$ cat config.mk
export PLATFORM = sky130hd
export DESIGN_NAME = result_writer
export DESIGN_NICKNAME = d
export VERILOG_FILES = /design/src/rtl/result_writer.sv
export SDC_FILE = /design/constraint.sdc
export NUM_CORES = 1
export LEC_CHECK = 0
export CAP_MARGIN = 15
export CORE_MARGIN = 5
export CORE_UTILIZATION = 43
export DETAILED_ROUTE_END_ITERATION = 16
export GPL_ROUTABILITY_DRIVEN = 1
export PLACE_DENSITY_LB_ADDON = 0.1
export REMOVE_ABC_BUFFERS = 1
export SYNTH_ARGS = -nofsm -noshare
export SYNTH_HDL_FRONTEND = slang
export SYNTH_SLANG_ARGS = --single-unit
$ cat constraint.sdc
create_clock -name clka -period 2.1 [get_ports clka]
set_input_delay 0.315 -clock clka [delete_from_list [all_inputs] [get_ports clka]]
set_output_delay 0.315 -clock clka [all_outputs]
set_load 0.01 [all_outputs]
$ cat src/rtl/result_writer.sv
// Purpose : captures multiplier products and writes them to sequential result-RAM addresses, DEPTH words per run.
// Latency : 1 cycle from the clka edge that samples product_valid to ena/wea/addra/dina.
// Backpressure: none. Valids in IDLE are dropped. Valids after DEPTH writes set the sticky overflow flag.
//
// Ports:
//   clka, rst_n           clock (rising edge) and asynchronous active-low reset
//   start_stop            run enable; low returns to IDLE and clears the run state
//   product/product_valid multiplier result and its single-cycle qualifier
//   ena/wea/addra/dina    result-RAM write port (registered)
//   count/done/overflow   run status: words written, all DEPTH written, valid seen while done
//   checksum              XOR of the products written this run (only with RESULT_CHECKSUM_EN)
//
// Optional feature macro: RESULT_CHECKSUM_EN adds the checksum output.
module result_writer #(
    parameter int DEPTH  = 8,
    parameter int ADDR_W = 3,
    parameter int DATA_W = 32
) (
    input  logic              clka,
    input  logic              rst_n,
    input  logic              start_stop,
    input  logic [DATA_W-1:0] product,
    input  logic              product_valid,
    output logic              ena,
    output logic              wea,
    output logic [ADDR_W-1:0] addra,
    output logic [DATA_W-1:0] dina,
    output logic [ADDR_W:0]   count,
`ifdef RESULT_CHECKSUM_EN
    output logic [DATA_W-1:0] checksum,
`endif
    output logic              done,
    output logic              overflow
);

    localparam int CNT_W = ADDR_W + 1;

    typedef enum logic [1:0] {
        IDLE = 2'd0,
        RUN  = 2'd1,
        FULL = 2'd2
    } state_t;

    state_t              state_q, state_d;
    logic [ADDR_W-1:0]   ptr_q, ptr_d;
    logic [CNT_W-1:0]    count_q, count_d;
    logic                done_q, done_d;
    logic                overflow_q, overflow_d;
    logic                wr_q, wr_d;
    logic [ADDR_W-1:0]   addra_q, addra_d;
    logic [DATA_W-1:0]   dina_q, dina_d;
`ifdef RESULT_CHECKSUM_EN
    logic [DATA_W-1:0]   csum_q, csum_d;
`endif

    // The write that brings the count to DEPTH is the last one of the run.
    logic last_write;
    assign last_write = (count_q == CNT_W'(DEPTH - 1));

    always_comb begin
        state_d    = state_q;
        ptr_d      = ptr_q;
        count_d    = count_q;
        done_d     = done_q;
        overflow_d = overflow_q;
        wr_d       = 1'b0;
        addra_d    = addra_q;
        dina_d     = dina_q;
`ifdef RESULT_CHECKSUM_EN
        csum_d     = csum_q;
`endif

        if (!start_stop) begin
            // Dropping start_stop wins over a coincident valid: no write is issued.
            state_d    = IDLE;
            ptr_d      = '0;
            count_d    = '0;
            done_d     = 1'b0;
            overflow_d = 1'b0;
`ifdef RESULT_CHECKSUM_EN
            csum_d     = '0;
`endif
        end else begin
            unique case (state_q)
                IDLE: begin
                    // The enabling cycle itself never writes; clear run state on the way in.
                    state_d    = RUN;
                    ptr_d      = '0;
                    count_d    = '0;
                    done_d     = 1'b0;
                    overflow_d = 1'b0;
`ifdef RESULT_CHECKSUM_EN
                    csum_d     = '0;
`endif
                end
                RUN: begin
                    if (product_valid) begin
                        wr_d    = 1'b1;
                        addra_d = ptr_q;
                        dina_d  = product;
                        // Pointer wraps to 0 exactly when the run fills.
                        ptr_d   = ptr_q + ADDR_W'(1);
                        count_d = count_q + CNT_W'(1);
`ifdef RESULT_CHECKSUM_EN
                        csum_d  = csum_q ^ product;
`endif
                        if (last_write) begin
                            state_d = FULL;
                            done_d  = 1'b1;
                        end
                    end
                end
                FULL: begin
                    if (product_valid) begin
                        overflow_d = 1'b1;
                    end
                end
                default: begin
                    state_d = IDLE;
                end
            endcase
        end
    end

    always_ff @(posedge clka or negedge rst_n) begin
        if (!rst_n) begin
            state_q    <= IDLE;
            ptr_q      <= '0;
            count_q    <= '0;
            done_q     <= 1'b0;
            overflow_q <= 1'b0;
            wr_q       <= 1'b0;
            addra_q    <= '0;
            dina_q     <= '0;
`ifdef RESULT_CHECKSUM_EN
            csum_q     <= '0;
`endif
        end else begin
            state_q    <= state_d;
            ptr_q      <= ptr_d;
            count_q    <= count_d;
            done_q     <= done_d;
            overflow_q <= overflow_d;
            wr_q       <= wr_d;
            addra_q    <= addra_d;
            dina_q     <= dina_d;
`ifdef RESULT_CHECKSUM_EN
            csum_q     <= csum_d;
`endif
        end
    end

    // ena and wea are driven from the same flop; the RAM is only touched to write.
    assign ena      = wr_q;
    assign wea      = wr_q;
    assign addra    = addra_q;
    assign dina     = dina_q;
    assign count    = count_q;
    assign done     = done_q;
    assign overflow = overflow_q;
`ifdef RESULT_CHECKSUM_EN
    assign checksum = csum_q;
`endif

endmodule

### Yosys cells after proc, flatten, opt, wreduce, memory -nomap -nowiden

Cells that the tools add are included.

| storage, ports and cells | value |
|---|---|
| bits in registers | 47 |
| output and inout bits | 43 |
| logic and storage cells | 45 |
| input port bits | 36 |

| cells by class | value |
|---|---|
| reduce and logical (&&, ||, !) cells | 6 |
| multiplexer cells | 20 |
| add/subtract/negate cells | 2 |
| eq/ne operators | 9 |

Operator list:

| operator | number |
|---|---|
| != test 3 bit (second input constant) | 3 |
| AND reduction 3 bit | 3 |
| two-way mux 1 bit | 8 |
| two-way mux 4 bit | 2 |
| one-hot mux 4 bit (2 select lines) | 1 |
| two-way mux 2 bit | 3 |
| two-way mux 3 bit | 2 |
| != test 3 x 1 -> 1 bit (second input constant) | 2 |
| one-hot mux 2 bit (3 select lines) | 1 |
| one-hot mux 3 bit (2 select lines) | 1 |
| adder 4 x 1 -> 4 bit (second input constant) | 1 |
| equality test 4 x 3 -> 1 bit (second input constant) | 1 |
| one-hot mux 1 bit (2 select lines) | 2 |
| AND reduction 2 bit | 2 |
| adder 3 x 1 -> 3 bit (second input constant) | 1 |
| equality test 2 x 1 -> 1 bit (second input constant) | 1 |
| equality test 2 bit (second input constant) | 1 |
| zero test 2 bit | 1 |
| != test 2 bit (second input constant) | 1 |

### Logic depth before layout (Yosys ltp)

| depth | value |
|---|---|
| word-level depth | 5 |
| gate-level depth with buffers | 6 |
| gate-level depth less buffers | 4 |

### Worst setup path before layout

No wires, ideal clock.

| timing path | value |
|---|---|
| path kind | register to register |
| start | reg state_q[0] |
| end | reg addra_q[2], in the netlist addra[2] |
| period minus slack after synthesis | 1.456 ns |
| required time | 1.975 ns |
| stages on the path, launching flop included | 7 |
| arrival | 1.331 ns |
| setup slack | 0.644 ns |
| setup time | 0.125 ns |
| buffers on the path | 3 |
| cell sequence | dfrtp_1 buf_4 and3b_1 buf_6 nand2_8 buf_12 mux2_4 |

| between the ends | value |
|---|---|
| cells in the longest elaborated chain, start to end | 2 |

RTL lines:

| item | line | text |
|---|---|---|
| start: declaration | 44 | `state_t state_q, state_d;` |
| start signal: assignment | 139 | `state_q <= state_d;` |
| equality test 2 x 1 -> 1 bit | 84 | `unique case (state_q)` |
| AND reduction 3 bit (no line) | -- |  |
| end signal: assignment | 145 | `addra_q <= addra_d;` |
| end: declaration | 50 | `logic [ADDR_W-1:0] addra_q, addra_d;` |

Every way passes these cells.
A chain may end at the register's enable or synchronous reset.

### Worst setup path in the final report

| timing path | value |
|---|---|
| start | reg state_q[0] |
| end | reg dina_q[1], in the netlist dina[1] |

| between the ends | value |
|---|---|
| cells in the longest elaborated chain, start to end | 2 |

RTL lines:

| item | line | text |
|---|---|---|
| equality test 2 x 1 -> 1 bit | 84 |  |
| AND reduction 3 bit (no line) | -- |  |
| end signal: assignment | 146 | `dina_q <= dina_d;` |
| end: declaration | 51 | `logic [DATA_W-1:0] dina_q, dina_d;` |

Every way passes these cells.

==> flow_summary.json <==
{
  "core_region_area_mm2": 0.00466,
  "power.switching_uw": 545,
  "io_pins": 79,
  "yosysMostFrequentCell": "dfrtp_1",
  "first_global_vias": 1440,
  "grt_use_met3": 0.0465,
  "outcome": "complete, no violations",
  "relSlewSlack": 0.733,
  "min_path_type": "in -> async",
  "grt_usage": 0.143,
  "dieArea_mm2": 0.00623,
  "switching_share": 0.245,
  "diodes": 0,
  "combPwrFrac": 0.277,
  "grt_overflow_total": 0,
  "crit_path_max_fanout": 36,
  "drtIter0Drc": 16,
  "area_delta_synth_final_pct": 42.8,
  "use_met1": 0.191,
  "h-tree-depth": 2,
  "fp.dieW_um": 78.9,
  "grt_pass1_wl_mm": 7.04,
  "max_cap_violations": 0,
  "dp_hpwl_mm": 3.17,
  "wl_per_cell_um": 16.1,
  "utilization": 0.626,
  "yosys_warnings": 0,
  "period_needed_ps": 1610,
  "post_cts_buffers": 0,
  "syn_area_mm2": 0.00204,
  "crit_path_cell_trace": "and3b_1 > nand2_8 > mux2_2",
  "yosys-top-cells-area": "dfrtp_1 (58%), mux2_4 (21%), mux2_2 (3.3%)",
  "netlist_instances": 133,
  "port_buffers": 78,
  "max_slew.worst_pin.slew_ps": 400,
  "start_kind": "flip-flop",
  "wl_mm": 4.35,
  "critPathArrivalTime_ps": 1790,
  "pwr-share-seq": 0.494,
  "synth-seq-area-share": 0.576,
  "drive_gt1_frac": 0.217,
  "synth_top_area_frac": 0.576,
  "cp.required_ps": 2270,
  "internal_power_mw": 1.68,
  "grt_max_degree": 37,
  "grt_busiest_layer": "met2",
  "power.total_mw": 2.23,
  "first_pass_iters": 4,
  "hold_viol_final": 0,
  "postSynth.topFlopCell": "dfrtp_1",
  "synth-async-reset-ratio": 1.00,
  "met2_usage": 0.226,
  "cts_buffer_depth": 2,
  "dr_total_vias": 1383,
  "period_share": 0.769,
  "antenna_found_initial": 0,
  "whs_ps": 479,
  "post-place-ws_ps": 215,
  "slew_violations": 0,
  "yosys.area.top_type": "dfrtp_1",
  "insertion_delay_ps": 290,
  "synth_cell_types": 27,
  "end_kind": "flip-flop",
  "fmax_ghz": 0.620,
  "cts_sinks": 47,
  "route.detailed.drc": 0,
  "setup_tns_ps": 0,
  "start_util": 0.438,
  "rsz0062_at_grt": "false",
  "rows": 25,
  "syn_avg_cell_area_um2": 15.4,
  "power.density_mw_per_mm2": 763,
  "skew_ps": 9.43,
  "cts_tree": "yes",
  "layout.nets": 254,
  "cts_root_buf": "clkbuf_8",
  "synth-edff-count": 0,
  "gp_congestion": 0.796,
  "ant_nets": 0,
  "synth_seq_cells": 47,
  "cp_slowest_cell": "dfrtp_1",
  "ir_drop_v": 0.000422,
  "slowest_delay_ps": 480,
  "crit_type": "reg -> reg",
  "avgViaCountPerCell": 5.10,
  "layout_setup_ws_ps": 486,
  "leakage_nw": 1.34,
  "finalSetupViolCount": 0,
  "synth_common_cells": "dfrtp_1 (47), mux2_4 (29), a21oi_1 (7)",
  "clk_pin_slew_ps": 90,
  "cts_buffers": 5,
  "die_y_um": 78.9,
  "pwr-share-clk": 0.229
}
-- stage by stage --
| step | cells | cell area (um^2) |
|---|---|---|
| 3_5_place_dp | 262 | 2830 |
| 2_1_floorplan | 126 | 1950 |
| 5_1_grt | 271 | 2920 |
| 6_report | 271 | 2920 |
| 3_3_place_gp | 262 | 2830 |
| 4_1_cts | 271 | 2920 |
-- flip-flops by register name, summed over array words and instances, names as in the netlist --
name      flops
overflow      1
ena           1
ptr_q         3
done          1
addra         3
dina         32
state_q       2
count         4
-- power by group through the flow --
| stage | Sequential [mW] | Clock [mW] | Combinational (mW) |
|---|---|---|---|
| 3_3_place_gp | 1.11 | 0 | 0.613 |
| 4_1_cts | 1.10 | 0.542 | 0.628 |
| 5_1_grt | 1.12 | 0.568 | 0.656 |
| 6_report | 1.10 | 0.511 | 0.617 |
| 3_5_place_dp | 1.12 | 0 | 0.623 |
| 2_1_floorplan | 1.17 | 0 | 0.193 |
-- critical path: cells and delay by family (launching register included) --
kind,cells,cell delay (ps)
DFF,1,480
muxes,1,380
and+or+nand+nor,2,620
-- cell usage in the layout, fill, tap and decap left out, types with 3 or more instances in the layout --
cell / count
a21oi_1: 7
buf_4: 4
clkbuf_8: 5
clkdlybuf4s50_1: 77
dfrtp_1: 47
mux2_2: 6
mux2_4: 29
nand2_1: 5
nor2_1: 3
o21ai_0: 6
-- cell families (layout without fill, tap and decap cells) --
| family | after synthesis | after routing | synth area share |
|---|---|---|---|
| mux | 35 | 35 | 0.246 |
| buf+inv | 10 | 94 | 0.0496 |
| compound gates | 18 | 18 | 0.0496 |
| fa+ha+maj | 2 | 2 | 0.0122 |
| flops | 47 | 47 | 0.576 |
| simple gates | 21 | 21 | 0.0668 |
-- routing by layer --
layer / vias to the layer above / wire, um
met4: 0 / 15
met5: - / 0
li1: 635 / -
met1: 684 / 1880
met2: 62 / 2090
met3: 2 / 370
-- final cells by class --
type / count / area (um^2)
Fill cell: 353 / 1740
Sequential cell: 47 / 1180
Timing Repair Buffer: 83 / 816
Multi-Input combinational cell: 76 / 766
Clock buffer: 7 / 76.3
Tap cell: 54 / 67.6
Inverter: 3 / 11.3
Clock inverter: 1 / 5.00
-- repair_timing --
item | in CTS | in global routing
endpoints found under the hold margin | 18 | 0
hold buffers | 1 | 0
resized for setup | 0 | 0
-- final timing paths --
check	cells past startpoint	startpoint	endpoint	slack, ps
hold / removal	2	rst_n	dina[14]	480
max in group asynchronous	3	rst_n	dina[3]	910
min in group clka	1	dina[4]	dina[4]	510
hold reg to reg	1	dina[4]	dina[4]	510
setup reg to reg	3	state_q[0]	dina[1]	490
setup / recovery	3	state_q[0]	dina[1]	490
Power figures use the tool's default switching activity.
